--- config.mk ---
export PLATFORM = sky130hd
export DESIGN_NAME = pll_reset_seq_flat
export DESIGN_NICKNAME = d
export VERILOG_FILES = /design/src/rtl/pll_reset_seq_pkg.sv /design/src/rtl/pll_reset_seq_if.sv /design/src/rtl/pll_reset_seq_sync_2ff.sv /design/src/rtl/pll_reset_seq.sv /design/src/flat_wrapper.sv
export SDC_FILE = /design/constraint.sdc
export NUM_CORES = 1
export LEC_CHECK = 0
export CAP_MARGIN = 20
export CORE_UTILIZATION = 55
export DETAILED_ROUTE_END_ITERATION = 16
export PLACE_DENSITY = 0.77
export SYNTH_ARGS = -nofsm -noshare
export SYNTH_HDL_FRONTEND = slang
export SYNTH_HIERARCHICAL = 1
export SYNTH_SLANG_ARGS = --single-unit
--- constraint.sdc ---
create_clock -name clk -period 2.5 [get_ports clk]
set_input_delay 0.75 -clock clk [delete_from_list [all_inputs] [get_ports clk]]
set_output_delay 0.75 -clock clk [all_outputs]
set_load 0.01 [all_outputs]
--- src/rtl/pll_reset_seq_pkg.sv ---
// Shared types and constants for the PLL reset sequencer.
package pll_rst_pkg;

  typedef enum logic [2:0] {
    WAIT_LOCK = 3'd0,
    STABLE    = 3'd1,
    HOLD      = 3'd2,
    RUN       = 3'd3,
    LOST      = 3'd4
  } state_e;

  localparam int unsigned LOSS_COUNT_W = 8;

  // Counter width able to hold 0..n-1, never narrower than one bit.
  function automatic int unsigned cnt_width(input int unsigned n);
    return (n <= 2) ? 1 : $clog2(n);
  endfunction

endpackage

--- src/rtl/pll_reset_seq_if.sv ---
// Lock input and reset/status outputs of the PLL reset sequencer.
interface pll_reset_seq_if;
  import pll_rst_pkg::*;

  logic                    pll_lock;
  logic                    rst_out;
  logic                    ready;
  logic [LOSS_COUNT_W-1:0] loss_count;

  modport master (output pll_lock, input rst_out, input ready, input loss_count);
  modport slave  (input pll_lock, output rst_out, output ready, output loss_count);
endinterface

--- src/rtl/pll_reset_seq_sync_2ff.sv ---
// Two-flop synchroniser with synchronous clear, for any asynchronous level input.
module sync_2ff (
  input  logic clk,
  input  logic clr,
  input  logic d,
  output logic q
);

  logic s1_q, s1_d;
  logic s2_q, s2_d;

  always_comb begin
    s1_d = d;
    s2_d = s1_q;
  end

  always_ff @(posedge clk) begin
    if (clr) begin
      s1_q <= 1'b0;
      s2_q <= 1'b0;
    end else begin
      s1_q <= s1_d;
      s2_q <= s2_d;
    end
  end

  assign q = s2_q;

endmodule

--- src/rtl/pll_reset_seq.sv ---
// Qualifies PLL lock and sequences the downstream video reset.
// Optional loss counter enabled by defining PLL_RESET_SEQ_LOSS_COUNT_EN.
module pll_reset_seq
  import pll_rst_pkg::*;
#(
  parameter int unsigned LOCK_STABLE_CYCLES   = 16000,
  parameter int unsigned RST_HOLD_CYCLES      = 16,
  parameter int unsigned GLITCH_FILTER_CYCLES = 4
) (
  input  logic            clk,
  input  logic            reset,
  pll_reset_seq_if.slave  bus
);

  localparam int unsigned CNT_MAX = (LOCK_STABLE_CYCLES > RST_HOLD_CYCLES) ?
                                    LOCK_STABLE_CYCLES : RST_HOLD_CYCLES;
  localparam int unsigned CNT_W   = cnt_width(CNT_MAX);
  localparam int unsigned GCNT_W  = cnt_width(GLITCH_FILTER_CYCLES);

  localparam logic [CNT_W-1:0]  STABLE_LAST = CNT_W'(LOCK_STABLE_CYCLES - 1);
  localparam logic [CNT_W-1:0]  HOLD_LAST   = CNT_W'(RST_HOLD_CYCLES - 1);
  localparam logic [GCNT_W-1:0] GLITCH_LAST = GCNT_W'(GLITCH_FILTER_CYCLES - 1);

  logic lock_s;

  state_e            state_q, state_d;
  logic [CNT_W-1:0]  cnt_q, cnt_d;
  logic [GCNT_W-1:0] gcnt_q, gcnt_d;
  logic              rst_out_q, rst_out_d;
  logic              ready_q, ready_d;
  logic              loss_inc;

  sync_2ff u_sync (
    .clk (clk),
    .clr (reset),
    .d   (bus.pll_lock),
    .q   (lock_s)
  );

  always_comb begin
    state_d  = state_q;
    cnt_d    = cnt_q;
    gcnt_d   = gcnt_q;
    loss_inc = 1'b0;
    unique case (state_q)
      WAIT_LOCK: begin
        if (lock_s) begin
          state_d = STABLE;
          cnt_d   = '0;
        end
      end
      STABLE: begin
        if (!lock_s) begin
          state_d = WAIT_LOCK;
        end else if (cnt_q == STABLE_LAST) begin
          state_d = HOLD;
          cnt_d   = '0;
        end else begin
          cnt_d = cnt_q + 1'b1;
        end
      end
      HOLD: begin
        if (!lock_s) begin
          state_d = WAIT_LOCK;
        end else if (cnt_q == HOLD_LAST) begin
          state_d = RUN;
          gcnt_d  = '0;
        end else begin
          cnt_d = cnt_q + 1'b1;
        end
      end
      RUN: begin
        if (lock_s) begin
          gcnt_d = '0;
        end else if (gcnt_q == GLITCH_LAST) begin
          state_d = LOST;
        end else begin
          gcnt_d = gcnt_q + 1'b1;
        end
      end
      LOST: begin
        state_d  = WAIT_LOCK;
        loss_inc = 1'b1;
      end
      default: state_d = WAIT_LOCK;
    endcase
    // Outputs follow the next state so they change on the same edge as the FSM.
    rst_out_d = (state_d != RUN);
    ready_d   = (state_d == RUN);
  end

  always_ff @(posedge clk) begin
    if (reset) begin
      state_q   <= WAIT_LOCK;
      cnt_q     <= '0;
      gcnt_q    <= '0;
      rst_out_q <= 1'b1;
      ready_q   <= 1'b0;
    end else begin
      state_q   <= state_d;
      cnt_q     <= cnt_d;
      gcnt_q    <= gcnt_d;
      rst_out_q <= rst_out_d;
      ready_q   <= ready_d;
    end
  end

  assign bus.rst_out = rst_out_q;
  assign bus.ready   = ready_q;

`ifdef PLL_RESET_SEQ_LOSS_COUNT_EN
  logic [LOSS_COUNT_W-1:0] loss_count_q, loss_count_d;

  always_comb begin
    loss_count_d = loss_count_q;
    if (loss_inc && (loss_count_q != '1)) begin
      loss_count_d = loss_count_q + 1'b1;
    end
  end

  always_ff @(posedge clk) begin
    if (reset) begin
      loss_count_q <= '0;
    end else begin
      loss_count_q <= loss_count_d;
    end
  end

  assign bus.loss_count = loss_count_q;
`else
  logic unused_loss_inc;
  assign unused_loss_inc = loss_inc;
  assign bus.loss_count  = '0;
`endif

endmodule

--- src/flat_wrapper.sv ---
// flat-port wrapper written by rule: the top's interface ports become plain ports
module pll_reset_seq_flat import pll_rst_pkg::*;
#(
  parameter int unsigned LOCK_STABLE_CYCLES   = 16000,
  parameter int unsigned RST_HOLD_CYCLES      = 16,
  parameter int unsigned GLITCH_FILTER_CYCLES = 4
)
  (clk, reset, bus_pll_lock, bus_rst_out, bus_ready, bus_loss_count);
  pll_reset_seq_if bus_i ();
  input  logic clk;
  input  logic reset;
  input wire logic [$bits(bus_i.pll_lock)-1:0] bus_pll_lock;
  output wire logic [$bits(bus_i.rst_out)-1:0] bus_rst_out;
  output wire logic [$bits(bus_i.ready)-1:0] bus_ready;
  output wire logic [$bits(bus_i.loss_count)-1:0] bus_loss_count;
  assign bus_i.pll_lock = bus_pll_lock;
  assign bus_rst_out = bus_i.rst_out;
  assign bus_ready = bus_i.ready;
  assign bus_loss_count = bus_i.loss_count;
  pll_reset_seq #(.LOCK_STABLE_CYCLES(LOCK_STABLE_CYCLES), .RST_HOLD_CYCLES(RST_HOLD_CYCLES), .GLITCH_FILTER_CYCLES(GLITCH_FILTER_CYCLES)) u_core (.clk(clk), .reset(reset), .bus(bus_i));
endmodule
==> impl_metrics.toml <==
[drt]
wirelength_um = 2582
wl_met3_um = 128
top_layer = "met4"
via_count = 1108
wl_met1_um = 1203
met2_length_um = 1205
drtIter0Drc = 28
drc = 0
via_per_inst = 6.225
ant_nets = 0
wl_per_cell_um = 14.51
drt_first_pass_iters = 4

[finish]
insertedDiodeCount = 0
final_cell_mix = "23 x dfxtp_1, 8 x nand2_1, 8 x conb_1"
fillers = 188
syn2layout_area_growth_pct = 5.508
nNetsFinal = 156
drive_gt1_frac = 0.1667
mostFrequentLayoutCell = "dfxtp_1"

[setup_path]
worstSetupPathType = "register to register"
worst-path-max-fanout = 7
worstPathArrival_ps = 2210
cp.required_ps = 2700
cp-end-kind = "register"
r2r_cells = 6
startpoint_type = "register"

[floorplan]
core.rowCount = 17
die_y_um = 50.95
dieWidth_um = 50.95
dieArea_um2 = 2595
io_pins = 13
core_area_um2 = 2233
start_util = 0.5899

[sta]
final.setup.tns_ps = 0
period_share = 0.8032
period_needed_ps = 2008
skew_ps = 6.470
max_freq_mhz = 498.0
setup_viol = 0
final_hold_viol_count = 0
slew_violations = 0
hold_ws_ps = 452.5
rsz0062_at_grt = "false"

[global_routing]
grt_pass1_wl_um = 4464
grt_max_degree = 23
grt_antenna_before_repair = 0
track_usage = 0.2238
grt_overflow = 0
grt_pass1_vias = 988

[run_status]
outcome = "completed"

[synthesis]
synth.distinct_cells = 43
ys_seq_area_frac = 0.3495
synthArstFlopShare = 0
synth_edf_count = 0
netlist_area_um2 = 1318
synth-seq-cells = 23
ys.flop_type = "dfxtp_1"
synth_warnings = 6
syn_avg_cell_area_um2 = 9.213
syn_inst = 143

[clock_network]
cts_setup_buffers = 0
cts_tree = "yes"
clock_path_buffers = 2
htreeDepth = 1
cts_sinks = 23
insertion_delay_ps = 310
cts-root-buf = "clkbuf_4"
cts_hold_buf = 0
ctsResizeCount = 0
clkTransAtPathRegs_ps = 130
cts_made_buffers = 3

[power_and_ir_drop]
leakage_nw = 0.4507
ir_drop_mv = 0.2280
power_density_nw_per_um2 = 412.8

[min_path]
whs_path_depth = 1
hold_class = "register to register"

[placed_design]
io_buffers = 4
place_hpwl_um = 1853
routabilityCongestion = 0.8549

[run]
drv_cap = 0
final timing paths:
| check | from | end | slack [ps] |
|---|---|---|---|
| worst max-delay path | u_core/cnt_q[0]$_SDFFE_PP0P_ | u_core/cnt_q[4]$_SDFFE_PP0P_ | 490 |
| worst min-delay path | u_core/u_sync/s1_q$_SDFF_PP0_ | u_core/u_sync/q$_SDFF_PP0_ | 450 |
| worst max register to register | u_core/cnt_q[0]$_SDFFE_PP0P_ | u_core/cnt_q[4]$_SDFFE_PP0P_ | 490 |
| worst min register to register | u_core/u_sync/s1_q$_SDFF_PP0_ | u_core/u_sync/q$_SDFF_PP0_ | 450 |
sequential cells by signal (all words and copies together) (netlist names):
name                cells
u_core/bus.rst_out      1
u_core/u_sync/s1_q      1
u_core/u_sync/q         1
u_core/state_q          3
u_core/gcnt_q           2
u_core/cnt_q           14
u_core/bus.ready        1
routing by layer:
layer | global-route usage | up-vias
met5 | 0 | -
met4 | 0.1019 | 0
met3 | 0.02976 | 6
met2 | 0.3443 | 36
met1 | 0.3083 | 523
li1 | - | 543
metrics by stage:
step                total power (W)    util  area (um^2)  std cells  setup slack (ps)
finish                    0.0005738  0.6224         1390        178             492.1
global route              0.0005977  0.6224         1390        178             371.2
CTS                       0.0005852  0.6224         1390        178             509.6
detailed placement        0.0004123  0.6101         1363        174             497.3
global placement          0.0004116  0.6101         1363        174             553.6
floorplan                 0.0004124       -         1344        150             650.1
cells by family after synthesis:
family / count (synthesis) / synth area share
simple gates: 69 / 0.3476
other cells: 1 / 0.002846
buf+inv: 14 / 0.06838
compound gates: 30 / 0.1861
xor+xnor: 4 / 0.02660
flops: 23 / 0.3495
fa+ha+maj: 2 / 0.01899
area by class of cell:
class,instances,area (um^2),share of cell area
clock inverters,1,5.005,0.003600
clock buffers,3,22.52,0.01620
inverters,3,11.26,0.008101
well taps,28,35.03,0.02520
multi-input cells,113,793.3,0.5707
flip-flops and latches,23,460.4,0.3312
repair buffers,7,62.56,0.04500
power breakdown:
part	total [W]	switching, W	internal (W)	leakage [nW]
logic	0.0000336	0.0000224	0.0000112	0.247
registers	0.000371	0.00000252	0.000368	0.186
clock network	0.000169	0.000109	0.0000598	0.0177
total	0.000574	0.000134	0.000439	0.451
synth_stat cells (2+ instances only):
cell	instances	share of area
o211ai_1	2	0.011
clkbuf_1	2	0.0057
or3_1	5	0.024
nand2b_1	2	0.0095
xnor2_1	2	0.013
nor2b_1	5	0.024
or2_2	2	0.0095
o32ai_1	3	0.020
nand2_1	8	0.023
nor2_1	5	0.014
nand4_1	4	0.019
nand3b_1	2	0.011
and3_1	2	0.0095
dfxtp_1	23	0.35
or4_1	4	0.023
xor2_1	2	0.013
nand4b_1	2	0.013
and4_1	2	0.013
buf_4	8	0.046
ha_1	2	0.019
o31ai_1	3	0.017
a211oi_2	6	0.057
nor4_1	6	0.028
nand3_1	7	0.027
o21ai_0	5	0.019
nor3_2	4	0.030
a211oi_1	2	0.011
and2_1	2	0.0095
a21oi_1	5	0.019
inv_1	3	0.0085
worst max-delay path, stage by stage, from the launching register on:
cell	delay, ps
dfxtp_1	420
ha_1	230
nand4b_1	140
or4_4	560
a211oi_4	270
buf_4	210
a211oi_1	60
No activity file was read; power rests on OpenSTA's default activity.
